## src/rtl/controle_comparador_pkg.sv

```systemverilog
// Shared types and constants for the nibble-serial word comparator.
package controle_comparador_pkg;

  // Width of the one shared equality comparator.
  localparam int NIBBLE_W = 4;

  // Sequencer states.
  typedef enum logic [1:0] {
    IDLE    = 2'd0,
    COMPARE = 2'd1,
    DONE    = 2'd2
  } state_t;

  // Equality of two nibbles. It is kept here so the comparator and any
  // future consumer share one definition.
  function automatic logic nibble_eq(
    input logic [NIBBLE_W-1:0] a,
    input logic [NIBBLE_W-1:0] b
  );
    return (a == b);
  endfunction

endpackage

```

## src/rtl/comparador_nibble.sv

```systemverilog
// Combinational 4-bit equality comparator. The sequencer time-shares the
// single instance across all nibbles of the operands.
module comparador_nibble
  import controle_comparador_pkg::*;
(
  input  logic [NIBBLE_W-1:0] a,
  input  logic [NIBBLE_W-1:0] b,
  output logic                eq
);

  assign eq = nibble_eq(a, b);

endmodule

```

## src/rtl/controle_comparador.sv

```systemverilog
// Nibble-serial comparator of two wide words. Scans from the most
// significant nibble down through one shared 4-bit comparator. It reports
// equality and the index of the most significant differing nibble.
module controle_comparador
  import controle_comparador_pkg::*;
#(
  parameter int NIBBLES    = 4,
  parameter bit EARLY_EXIT = 1'b1,
  parameter int IW         = $clog2(NIBBLES)
) (
  input  logic                        clk,
  input  logic                        reset,
  input  logic                        start,
  input  logic [NIBBLE_W*NIBBLES-1:0] a_in,
  input  logic [NIBBLE_W*NIBBLES-1:0] b_in,
  output logic                        busy,
  output logic                        done,
  output logic                        equal,
  output logic [IW-1:0]               mismatch_idx
);

  // Operands are held as arrays of nibbles, so the scan index selects a
  // nibble directly with no multiply in the select path.
  typedef logic [NIBBLES-1:0][NIBBLE_W-1:0] word_t;

  localparam logic [IW-1:0] IDX_TOP  = IW'(NIBBLES - 1);
  localparam logic [IW-1:0] IDX_ZERO = {IW{1'b0}};
  localparam logic [IW-1:0] IDX_ONE  = IW'(1);

  state_t        state_r;
  state_t        state_next;
  word_t         a_r;
  word_t         a_next;
  word_t         b_r;
  word_t         b_next;
  logic [IW-1:0] idx_r;
  logic [IW-1:0] idx_next;
  logic          sticky_r;
  logic          sticky_next;
  logic          equal_r;
  logic          equal_next;
  logic [IW-1:0] midx_r;
  logic [IW-1:0] midx_next;
  logic          busy_r;
  logic          done_r;
  logic          nib_eq;

  // The shared comparator always looks at the nibble pair under the index.
  comparador_nibble u_cmp (
    .a  (a_r[idx_r]),
    .b  (b_r[idx_r]),
    .eq (nib_eq)
  );

  // Next-state and next-result logic for the scan sequencer.
  always_comb begin
    state_next  = state_r;
    a_next      = a_r;
    b_next      = b_r;
    idx_next    = idx_r;
    sticky_next = sticky_r;
    equal_next  = equal_r;
    midx_next   = midx_r;

    case (state_r)
      IDLE: begin
        if (start) begin
          // Capture the operands and clear the previous result. Later
          // changes on a_in/b_in cannot affect this comparison.
          a_next      = a_in;
          b_next      = b_in;
          idx_next    = IDX_TOP;
          sticky_next = 1'b0;
          equal_next  = 1'b0;
          midx_next   = IDX_ZERO;
          state_next  = COMPARE;
        end else begin
          state_next  = IDLE;
        end
      end

      COMPARE: begin
        if (nib_eq) begin
          if (idx_r == IDX_ZERO) begin
            // End of scan. The sticky flag is only ever set in full-scan
            // mode, and midx_r still holds the first recorded mismatch or
            // the zero written on start.
            equal_next = ~sticky_r;
            state_next = DONE;
          end else begin
            idx_next   = idx_r - IDX_ONE;
          end
        end else begin
          if (EARLY_EXIT) begin
            equal_next = 1'b0;
            midx_next  = idx_r;
            state_next = DONE;
          end else begin
            // Only the first mismatch, which is the most significant one,
            // is recorded. The scan continues to a fixed latency.
            if (!sticky_r) begin
              midx_next   = idx_r;
              sticky_next = 1'b1;
            end else begin
              midx_next   = midx_r;
            end
            if (idx_r == IDX_ZERO) begin
              equal_next = 1'b0;
              state_next = DONE;
            end else begin
              idx_next   = idx_r - IDX_ONE;
            end
          end
        end
      end

      DONE: begin
        // The result is already registered. Any start seen here is dropped.
        state_next = IDLE;
      end

      default: begin
        state_next = IDLE;
      end
    endcase
  end

  // State, operand and result registers. The flags are registered from the
  // next state, so busy covers exactly the COMPARE cycles and done is a
  // single-cycle pulse.
  always_ff @(posedge clk) begin
    if (reset) begin
      state_r  <= IDLE;
      a_r      <= '0;
      b_r      <= '0;
      idx_r    <= IDX_ZERO;
      sticky_r <= 1'b0;
      equal_r  <= 1'b0;
      midx_r   <= IDX_ZERO;
      busy_r   <= 1'b0;
      done_r   <= 1'b0;
    end else begin
      state_r  <= state_next;
      a_r      <= a_next;
      b_r      <= b_next;
      idx_r    <= idx_next;
      sticky_r <= sticky_next;
      equal_r  <= equal_next;
      midx_r   <= midx_next;
      busy_r   <= (state_next == COMPARE);
      done_r   <= (state_next == DONE);
    end
  end

  assign busy         = busy_r;
  assign done         = done_r;
  assign equal        = equal_r;
  assign mismatch_idx = midx_r;

endmodule

```

## config.mk

```make
export PLATFORM = sky130hd
export DESIGN_NAME = controle_comparador
export DESIGN_NICKNAME = d
export VERILOG_FILES = /design/src/rtl/controle_comparador_pkg.sv /design/src/rtl/comparador_nibble.sv /design/src/rtl/controle_comparador.sv
export SDC_FILE = /design/constraint.sdc
export NUM_CORES = 1
export LEC_CHECK = 0
export CAP_MARGIN = 20
export CORE_AREA = 2 2 69 58
export CTS_CLUSTER_SIZE = 10
export DETAILED_ROUTE_END_ITERATION = 7
export DIE_AREA = 0 0 71 60
export GPL_TIMING_DRIVEN = 1
export HOLD_SLACK_MARGIN = 0.03
export PLACE_DENSITY = 0.84
export SYNTH_ARGS = -nofsm -noshare
export SYNTH_HDL_FRONTEND = slang
export SYNTH_SLANG_ARGS = --single-unit
```

## constraint.sdc

```tcl
create_clock -name clk -period 3.1 [get_ports clk]
set_input_delay 0.31 -clock clk [delete_from_list [all_inputs] [get_ports clk]]
set_output_delay 0.31 -clock clk [all_outputs]
set_load 0.01 [all_outputs]
```

==> results of run 1 <==
logic make-up after synthesis:
kind of cell,after synthesis,synth area share [%]
adders and majority gates,1,0.734
buffers and inverters,15,3.30
xor gates and xnor gates,16,8.22
muxes,2,1.47
DFF,41,48.2
and+or+nand+nor,83,20.5
AOI/OAI and AO/OA,47,17.6
per-layer routing:
metal  GRT usage, %  part of all wire (%)  vias up
li1               -                     -      753
met1           21.4                    47      657
met2           28.3                    47       35
met3           4.55                   5.2        5
met4           6.47                   1.5        0
met5              0                     0        -
flip-flops by register name, indices dropped and copies added (netlist names):
register	cells
idx_r	2
busy	1
done	1
mismatch_idx	2
state_r	2
equal	1
b_r	16
a_r	16
cell usage in the layout (no fill, tap or decap), types with 2 or more instances in the layout:
cell type | Yosys | final
a211oi_1 | 2 | 2
a21oi_1 | 34 | 34
a41oi_1 | 2 | 2
and2_1 | 2 | 2
buf_4 | 0 | 2
clkbuf_1 | 11 | 3
clkbuf_8 | 0 | 5
clkdlybuf4s50_1 | 0 | 39
dfxtp_1 | 41 | 41
inv_1 | 3 | 3
nand2_1 | 65 | 65
nand2b_1 | 2 | 2
nand3b_1 | 2 | 2
nor2_1 | 5 | 5
nor3_1 | 3 | 3
o21ai_0 | 2 | 2
xnor2_1 | 8 | 8
xor2_1 | 8 | 8
area by class of cell:
cell class / instances / area, µm² / area share, %
Timing Repair Buffer: 42 / 420 / 19.0
Inverter: 3 / 11.3 / 0.508
Clock buffer: 8 / 80.1 / 3.62
Tap cell: 44 / 55.1 / 2.49
Multi-Input combinational cell: 149 / 827 / 37.3
Sequential cell: 41 / 821 / 37.1
power breakdown:
group	switching (mW)	internal (mW)	total, mW
clock network	0.167	0.160	0.327
logic	0.167	0.149	0.317
registers	0.0368	0.580	0.617
path summary, 6_finish.rpt:
kind / from / to / slack (ps) / cells past startpoint
hold reg to reg: a_r[8]$_SDFFE_PP0P_ / a_r[8]$_SDFFE_PP0P_ / 470 / 2
setup reg to reg: state_r[0]$_SDFF_PP0_ / b_r[1]$_SDFFE_PP0P_ / 1350 / 5
hold / removal: a_r[8]$_SDFFE_PP0P_ / a_r[8]$_SDFFE_PP0P_ / 470 / 2
setup / recovery: start / b_r[1]$_SDFFE_PP0P_ / 1320 / 5
worst max-delay path, stage by stage:
cell and delay (ps):
clkdlybuf4s50_1 490, and2_1 670, buf_4 320, nand2_1 70, a21oi_1 130
==> summary.txt, run 1 <==
Yosys
  – Top FF cell, synth: dfxtp_1
  – Synth area leader: dfxtp_1
  – Area contributors post-synth: dfxtp_1 (48%), nand2_1 (14%), a21oi_1 (10%)
  – Syn_area_per_cell: approximately 8.3 µm²
  – Synth unique cells: 30
  – FFs w/ async S/R, synth: 0%
  – Synth warn: 0
  – Mapped Cells: ~200
  – Register area share after synthesis: between 40% and 50%
  – Synthesized flop and latch total: between 40 and 50
  – Area of the mapped netlist: 1700 µm²
  – Post-synth top cells: nand2_1 (65), dfxtp_1 (41), a21oi_1 (34), clkbuf_1 (11)
  – Synthesized Nets: about 240
  – Most frequent cell after synthesis: nand2_1
  – Post-synth EDFFs: 0
  – Area share of the largest cell type after synthesis: about half

Pwr
  – Peak VDD IR: roughly 300 µV
  – PwrDens: approximately 570 nW/µm²
  – LEAKAGE: slightly above 0.8 nW
  – Power Total: 1.26 mW

Die
  – Die area: ~4300 µm²
  – Rows: 20
  – Initial core utilization: approximately 47%
  – Die W: between 70 and 80 µm
  – Die H: around 60 µm
  – Core area: 3630 µm²
  – # IOs: 40

Route
  – Post-route DRC violation count: 0
  – Number of antenna-violating nets in the routed design: 0
  – WL final: between 3000 and 4000 µm
  – Routed vias: 1450
  – Drt wl/cell: around 12 µm
  – Vias per inst: roughly 5.1
  – 1st-pass router iterations: 4
  – Initial DRC Count: around 60

GRT
  – Pin count of the biggest net entering global routing: 44
  – Total GRT Usage: roughly 17%
  – First-pass GRT wire length: between 5000 and 6000 µm
  – Initial antenna violation count: 0
  – Grt ovf: 0
  – Number of global-route vias before repair: 1288

STA
  – Max_slew headroom: around 45%
  – Max Slew Vio Count: 0
  – TNS Setup: 0 ps
  – Final worst setup slack: 1320 ps
  – Fmax: 562 MHz
  – Final setup fails: 0
  – Least-Margin Pin Slew: approximately 800 ps
  – Final worst-path cycle share: between 50% and 60%
  – Min cycle time layout: roughly 1800 ps
  – Clk_skew: 2.07 ps
  – Final hold viol count: 0
  – Unrepaired setup endpoints after global routing: no
  – Hold Worst Slack: around 470 ps

Clocking
  – Hold-fix buffers, CTS: 0
  – Clock root buffer: clkbuf_8
  – CTS tree: done
  – Setup bufs post-CTS: 0
  – Worst-skew pair later-pin latency: 290 ps
  – Cts repair resizes: 0
  – Worst-path clk slew: 70 ps
  – Clock buffer depth: 2
  – Clock sink count: 41
  – Num CTS Buffers: 5
  – H-tree levels: 2

Cells and area
  – Layout cell share with drive strength beyond 1: under 10%
  – Syn-to-layout area delta: 30.0%
  – Fill cell count: between 300 and 400
  – Antenna diode count: 0
  – Layout net count: roughly 280
  – Layout Utilization: 61.0%
  – Non-filler cells, final: roughly 290
  – Design Area, Final: approximately 2200 µm²

Placement
  – PortBufs: 39
  – DP HPWL: 2450 µm
  – Placed Cells incl. Taps: roughly 280
  – Placed Area: about 2100 µm²
  – GP Congestion: roughly 0.8
  – Post-Place Worst Slack: approximately 1100 ps

Critical path
  – Req. time, crit path: roughly 3300 ps
  – Critical path startpoint category: input port
  – CP Capture Type: flop
  – CP max FO: 23
  – Worst EP arrival: about 2000 ps
  – Crit Path Class: input port to flop

Job
  – Max-cap violations: 0

Min path
  – Worst hold path type: flop to flop

Status
  – Outcome: complete, no violations
(Power assumes the default switching activity.)
==> run 2, diff against run 1 <==
==> constraint.sdc (replaced) <==
create_clock -name clk -period 1.78 [get_ports clk]
set_input_delay 0.178 -clock clk [delete_from_list [all_inputs] [get_ports clk]]
set_output_delay 0.178 -clock clk [all_outputs]
set_load 0.01 [all_outputs]
==> run 2 against run 1 <==
  * Clock-buffer cell count shrank 1
  * Core utilization rose by 1.2 points
  * Clock skew increased by 2.2 ps
  * Cell count increased by 1.0%
  * Non-clock buffer count up 3
  * Routed wire length increased by 2.5%
  * Flip-flop and latch count stayed put
  * Sequential share of layout area is 0.72 points lower
  * Via count shrank 0.14%
  * Critical path depth unchanged
  * Global-route usage up 1.0 points
  * Largest cell class unchanged
  * Highest routed layer unchanged
==> summary.txt, run 2 (synthesized netlist as in run 1, its figures left out) <==
Status
  – Outcome: complete, no violations

Placement
  – GP Congestion: 0.879 (+12%)
  – PortBufs: 39 (unchanged)
  – DP HPWL: 2590 µm (+5.7%)
  – Placed Area: 2150 µm² (+1.4%)

Pwr
  – Pint: 1.63 mW (+83%)
  – PwrDens: 1020 nW/µm² (+80%)
  – Sw Ratio: 29.5% (+0.056 points)
  – Gate power share: 24.5% (-0.6 points)
  – Seq pwr share: 46.5% (-2.4 points)
  – Clock power share: 29.0% (+3.1 points)
  – Sw Pwr: 0.681 mW (+83%)
  – LEAKAGE: 0.861 nW (+3.7%)
  – Peak VDD IR: 599 µV (+96%)

Min path
  – Hold path startpoint: b_in[15]
  – Worst hold endpoint: b_r[15]$_SDFFE_PP0P_
  – Worst hold path type: input port to flop
  – Hold path depth: 3 (+1)

GRT
  – Total GRT Usage: 18.0% (+1.0 points)
  – Initial antenna violation count: 0 (unchanged)
  – Number of global-route vias before repair: 1291 (+0.23%)
  – Pin count of the biggest net entering global routing: 26 (-41%)
  – M3 GR Usage: 6.58% (+2.0 points)
  – Met1 usage: 23.1% (+1.7 points)
  – Routing usage on met2: 28.3% (unchanged)
  – Busiest grt layer: met2
  – First-pass GRT wire length: 5840 µm (+3.5%)
  – Grt ovf: 0 (unchanged)

Route
  – Number of antenna-violating nets in the routed design: 0 (unchanged)
  – Post-route DRC violation count: 0 (unchanged)
  – Initial DRC Count: 88 (+44%)
  – Vias per inst: 4.99 (-1.2%)
  – 1st-pass router iterations: 4 (unchanged)
  – WL final: 3580 µm (+2.5%)
  – Drt wl/cell: 12.4 µm (+1.5%)
  – Routed vias: 1448 (-0.14%)

Job
  – Max-cap violations: 0 (unchanged)

Cells and area
  – Commonest non-fill, non-tap cell in the layout: nand2_1
  – Syn-to-layout area delta: 32.5%
  – Most frequent cells in the layout: nand2_1 (65), dfxtp_1 (41), clkdlybuf4s50_1 (39)
  – Layout net count: 281 (+1.1%)
  – Layout cell share with drive strength beyond 1: 8.94% (+2.8 points)
  – Antenna diode count: 0 (unchanged)
  – Design Area, Final: 2260 µm² (+2.0%)
  – Largest registers: a_r: 16 flops, b_r: 16 flops

Clocking
  – Clock root buffer: clkbuf_8
  – CTS tree: done
  – Hold-fix buffers, CTS: 0 (unchanged)
  – Setup bufs post-CTS: 0 (unchanged)
  – Clock sink count: 41 (unchanged)
  – Num CTS Buffers: 5 (unchanged)
  – Worst-path clk slew: 80 ps (about the same)
  – Worst-skew pair later-pin latency: 300 ps (about the same)
  – Clock buffer depth: 2 (unchanged)
  – H-tree levels: 2 (unchanged)

STA
  – Max Slew Vio Count: 0 (unchanged)
  – Max_slew headroom: 79.2% (+34 points)
  – TNS Setup: 0 ps (unchanged)
  – Final setup fails: 0 (unchanged)
  – Final worst-path cycle share: between 90% and 100%
  – Fmax: roughly 600 MHz
  – Unrepaired setup endpoints after global routing: no
  – Min cycle time layout: 1680 ps
  – Final hold viol count: 0 (unchanged)
  – Least-Margin Pin Slew: 308 ps (-512 ps)
  – Clk_skew: 4.28 ps (+2.22 ps)

Critical path
  – CP Capture Type: flop
  – RR Startpoint: b_r[14]$_SDFFE_PP0P_
  – Reg2Reg Depth: 5 (unchanged)
  – Reg2Reg Capture Point: idx_r[0]$_SDFFE_PP0P_
  – Crit Path Class: flop to flop
  – Worst EP arrival: 1870 ps (-130 ps)
  – CP max FO: 5 (-78%)
  – Req. time, crit path: 1970 ps (-1350 ps)
  – Critical path startpoint category: flop
  – R2R setup slack: 100 ps (-1250 ps)

Die
  – Die W: 71 µm (unchanged)
  – # IOs: 40 (unchanged)
  – Initial core utilization: 47.0% (unchanged)
  – Core area: 3630 µm² (unchanged)
  – Rows: 20 (unchanged)
  – Die H: 60 µm (unchanged)
  – Die area: 4260 µm² (unchanged)
run 2: repair_timing:
item,in CTS,in global routing
endpoints found under the hold margin,0,0
setup endpoints to repair,0,1
gates resized for setup,0,1
run 2: metrics by stage:
step | std cells | hold WS (ps) | util, % | power [mW] | setup WS [ps]
after CTS | 290 | 421 | 62.0 | 2.31 | 61.3
final | 290 | 427 | 62.2 | 2.31 | 103
after floorplan | 205 | 314 | - | 1.46 | 263
after global placement | 282 | 454 | 59.2 | 1.63 | 165
after detailed placement | 282 | 459 | 59.2 | 1.65 | 81.1
after global routing | 290 | 433 | 62.2 | 2.42 | 49.4
run 2: worst max path at each step:
stage | endpoint | cells after the start | start
after detailed placement | idx_r[0]$_SDFFE_PP0P_ | 5 | a_r[9]$_SDFFE_PP0P_
after global placement | idx_r[0]$_SDFFE_PP0P_ | 5 | a_r[9]$_SDFFE_PP0P_
after CTS | idx_r[0]$_SDFFE_PP0P_ | 5 | a_r[9]$_SDFFE_PP0P_
after global routing | idx_r[0]$_SDFFE_PP0P_ | 5 | a_r[14]$_SDFFE_PP0P_
final | idx_r[0]$_SDFFE_PP0P_ | 5 | b_r[14]$_SDFFE_PP0P_
after floorplan | idx_r[0]$_SDFFE_PP0P_ | 5 | a_r[14]$_SDFFE_PP0P_
run 2: metal layers:
layer  wire length, µm  vias up  share of wire (%)
met5                 0        -                  0
met4                44        0                1.2
met3               210        6                5.9
met2              1610       38                 45
met1              1710      648                 48
li1                  -      756                  -
run 2: area by class of cell:
class	count	area (µm²)
repair buffers	45	435
well taps	44	55.1
fillers	337	1370
multi-input cells	149	835
clock inverters	1	5.00
inverters	3	11.3
clock buffers	7	96.3
flip-flops and latches	41	821
run 2: power groups by stage:
stage	sequential, mW	clock, mW	combinational [mW]
after CTS	1.07	0.675	0.562
after detailed placement	1.10	0	0.559
after global placement	1.09	0	0.544
final	1.07	0.669	0.565
after floorplan	1.09	0	0.371
after global routing	1.09	0.713	0.623
run 2: critical path, cell delays in order (launching register included):
cell and delay [ps]:
dfxtp_1 330, xor2_1 150, o41ai_2 390, mux2_4 250
a21oi_4 80, a2111oi_2 370
==> run 3, diff against run 2 <==
--- a/config.mk
+++ b/config.mk
@@ -6,13 +6,14 @@
 export NUM_CORES = 1
 export LEC_CHECK = 0
 export CAP_MARGIN = 20
-export CORE_AREA = 2 2 69 58
+export CORE_AREA = 2 2 62 64
 export CTS_CLUSTER_SIZE = 10
 export DETAILED_ROUTE_END_ITERATION = 7
-export DIE_AREA = 0 0 71 60
+export DIE_AREA = 0 0 64 66
 export GPL_TIMING_DRIVEN = 1
 export HOLD_SLACK_MARGIN = 0.03
-export PLACE_DENSITY = 0.84
+export PLACE_DENSITY = 0.85
+export REMOVE_ABC_BUFFERS = 1
 export SYNTH_ARGS = -nofsm -noshare
 export SYNTH_HDL_FRONTEND = slang
 export SYNTH_SLANG_ARGS = --single-unit
==> run 3 against run 2 <==
  * Sequential power barely moved
  * Design area fell by 2.2%
  * Highest routed layer unchanged
  * Flip-flop and latch count did not move
  * First-iteration DRC count fell by 45%
  * Largest power group unchanged
  * Core utilization barely moved
  * Setup slack improved by 29 ps
  * Routed wire length fell by 11%
==> summary.txt, run 3 (synthesized netlist as in run 1, its figures left out) <==
Status
  – Outcome: complete, no violations

Die
  – Rows: 22 (+10%)
  – Die W: 64 µm (-9.9%)
  – # IOs: 40 (unchanged)
  – Initial core utilization: 48.0% (+1.0 points)
  – Die area: 4220 µm² (-0.85%)
  – Core area: 3550 µm² (-2.1%)
  – Die H: 66 µm (+10%)

Critical path
  – Critical path startpoint category: flop
  – Crit Path Class: flop to flop
  – RR Startpoint: a_r[9]$_SDFFE_PP0P_
  – CP max FO: 5 (unchanged)
  – CP startpoint: a_r[9]$_SDFFE_PP0P_
  – Reg2Reg Capture Point: idx_r[0]$_SDFFE_PP0P_
  – Critical Path End: idx_r[0]$_SDFFE_PP0P_
  – R2R setup slack: 130 ps (+30 ps)
  – Reg2Reg Depth: 5 (unchanged)
  – Worst EP arrival: 1910 ps (+40 ps)
  – Req. time, crit path: 2040 ps (+70 ps)
  – CP Capture Type: flop

Clocking
  – Clock root buffer: clkbuf_4
  – Clock buffer depth: 2 (unchanged)
  – Clock sink count: 41 (unchanged)
  – Num CTS Buffers: 5 (unchanged)
  – Hold-fix buffers, CTS: 0 (unchanged)
  – Worst-path clk slew: 110 ps (+30 ps)
  – H-tree levels: 2 (unchanged)
  – Setup bufs post-CTS: 0 (unchanged)
  – Worst-skew pair later-pin latency: 350 ps (+50 ps)
  – CTS tree: done

Job
  – Max-cap violations: 0 (unchanged)

GRT
  – Grt ovf: 0 (unchanged)
  – Number of global-route vias before repair: 1249 (-3.3%)
  – Initial antenna violation count: 0 (unchanged)
  – Pin count of the biggest net entering global routing: 35 (+35%)
  – Total GRT Usage: 16.7% (-1.4 points)
  – First-pass GRT wire length: 5350 µm (-8.4%)

Placement
  – Post-Place Worst Slack: 40.1 ps (-40.9 ps)
  – GP Congestion: 0.799 (-9.1%)
  – Placed Area: 2150 µm² (-0.12%)
  – DP HPWL: 2330 µm (-10%)
  – PortBufs: 39 (unchanged)
  – Placed Cells incl. Taps: 285 (+1.1%)

STA
  – TNS Setup: 0 ps (unchanged)
  – Unrepaired setup endpoints after global routing: no
  – Final setup fails: 0 (unchanged)
  – Clk_skew: 7.49 ps (+3.21 ps)
  – Final worst setup slack: 132 ps (+28.8 ps)
  – Fmax: 607 MHz (+1.7%)
  – Final hold viol count: 0 (unchanged)
  – Final worst-path cycle share: 92.6% (-1.6 points)
  – Least-Margin Pin Slew: 311 ps (+2.78 ps)
  – Max_slew headroom: 79.0% (-0.23 points)
  – Max Slew Vio Count: 0 (unchanged)
  – Min cycle time layout: 1650 ps (-28.8 ps)

Pwr
  – LEAKAGE: 0.834 nW (-3.2%)
  – Peak VDD IR: 548 µV (-8.4%)
  – PwrDens: 942 nW/µm² (-7.8%)

Cells and area
  – Syn-to-layout area delta: 29.7%
  – Layout cell share with drive strength beyond 1: 7.79% (-1.2 points)
  – Antenna diode count: 0 (unchanged)
  – Layout net count: 280 (-0.36%)
  – Commonest non-fill, non-tap cell in the layout: nand2_1
  – Largest registers: a_r: 16 flops, b_r: 16 flops
  – Design Area, Final: 2210 µm² (-2.2%)
  – Non-filler cells, final: 292 (+0.69%)
  – Most frequent cells in the layout: nand2_1 (65), dfxtp_1 (41), clkdlybuf4s50_1 (39)

Route
  – Vias per inst: 4.89 (-2.1%)
  – Initial DRC Count: 48 (-45%)
  – Routed vias: 1427 (-1.5%)
  – Number of antenna-violating nets in the routed design: 0 (unchanged)
  – WL final: 3170 µm (-11%)
  – Drt wl/cell: 10.9 µm (-12%)
  – 1st-pass router iterations: 4 (unchanged)
  – Post-route DRC violation count: 0 (unchanged)

Min path
  – Worst hold path type: input port to flop
==> run 3: how the worst min path moves through the flow <==
stage                    startpoint                    end  slack [ps]  depth (start not counted)
2_1_floorplan                 reset  idx_r[0]$_SDFFE_PP0P_         250                          1
3_3_place_gp    a_r[3]$_SDFFE_PP0P_    a_r[3]$_SDFFE_PP0P_         450                          2
3_5_place_dp   a_r[15]$_SDFFE_PP0P_   a_r[15]$_SDFFE_PP0P_         460                          2
4_1_cts                     a_in[0]    a_r[0]$_SDFFE_PP0P_         360                          3
5_1_grt                    a_in[10]   a_r[10]$_SDFFE_PP0P_         350                          3
6_report                   a_in[11]   a_r[11]$_SDFFE_PP0P_         360                          3
==> run 3: power by group <==
group,switching (mW),internal (mW)
logic,0.286,0.263
clock network,0.274,0.187
registers,0.0631,1.01
total,0.623,1.46
==> run 3: cell type report <==
type	count	area, µm²
clock buffers	7	55.1
multi-input cells	149	835
fillers	314	1340
flip-flops and latches	41	821
well taps	48	60.1
repair buffers	44	428
inverters	3	11.3
==> run 3: timing repair <==
item                                    in CTS  in global routing
resized for setup                            0                  1
endpoints found under the setup margin       0                  1
endpoints found under the hold margin        0                  0
==> run 3: routing by layer <==
| metal | vias up | GRT usage [%] | part of all wire, % |
|---|---|---|---|
| li1 | 763 | - | - |
| met1 | 621 | 19.0 | 48 |
| met2 | 37 | 28.3 | 45 |
| met3 | 6 | 6.13 | 5.4 |
| met4 | 0 | 6.52 | 1.4 |
| met5 | - | 0 | 0 |
==> run 3: critical path, stage by stage (launching register included) <==
cell and delay, ps:
dfxtp_1 330, xor2_1 170, o41ai_2 390, mux2_4 250, a21oi_4 80, a2111oi_2 340
==> run 3: metrics by stage <==
step / hold WS (ps) / power [mW] / util, %
after detailed placement: 458 / 1.64 / 60.5
after CTS: 356 / 2.09 / 62.0
after floorplan: 247 / 1.43 / -
after global placement: 455 / 1.62 / 60.5
after global routing: 351 / 2.21 / 62.2
final: 362 / 2.08 / 62.2
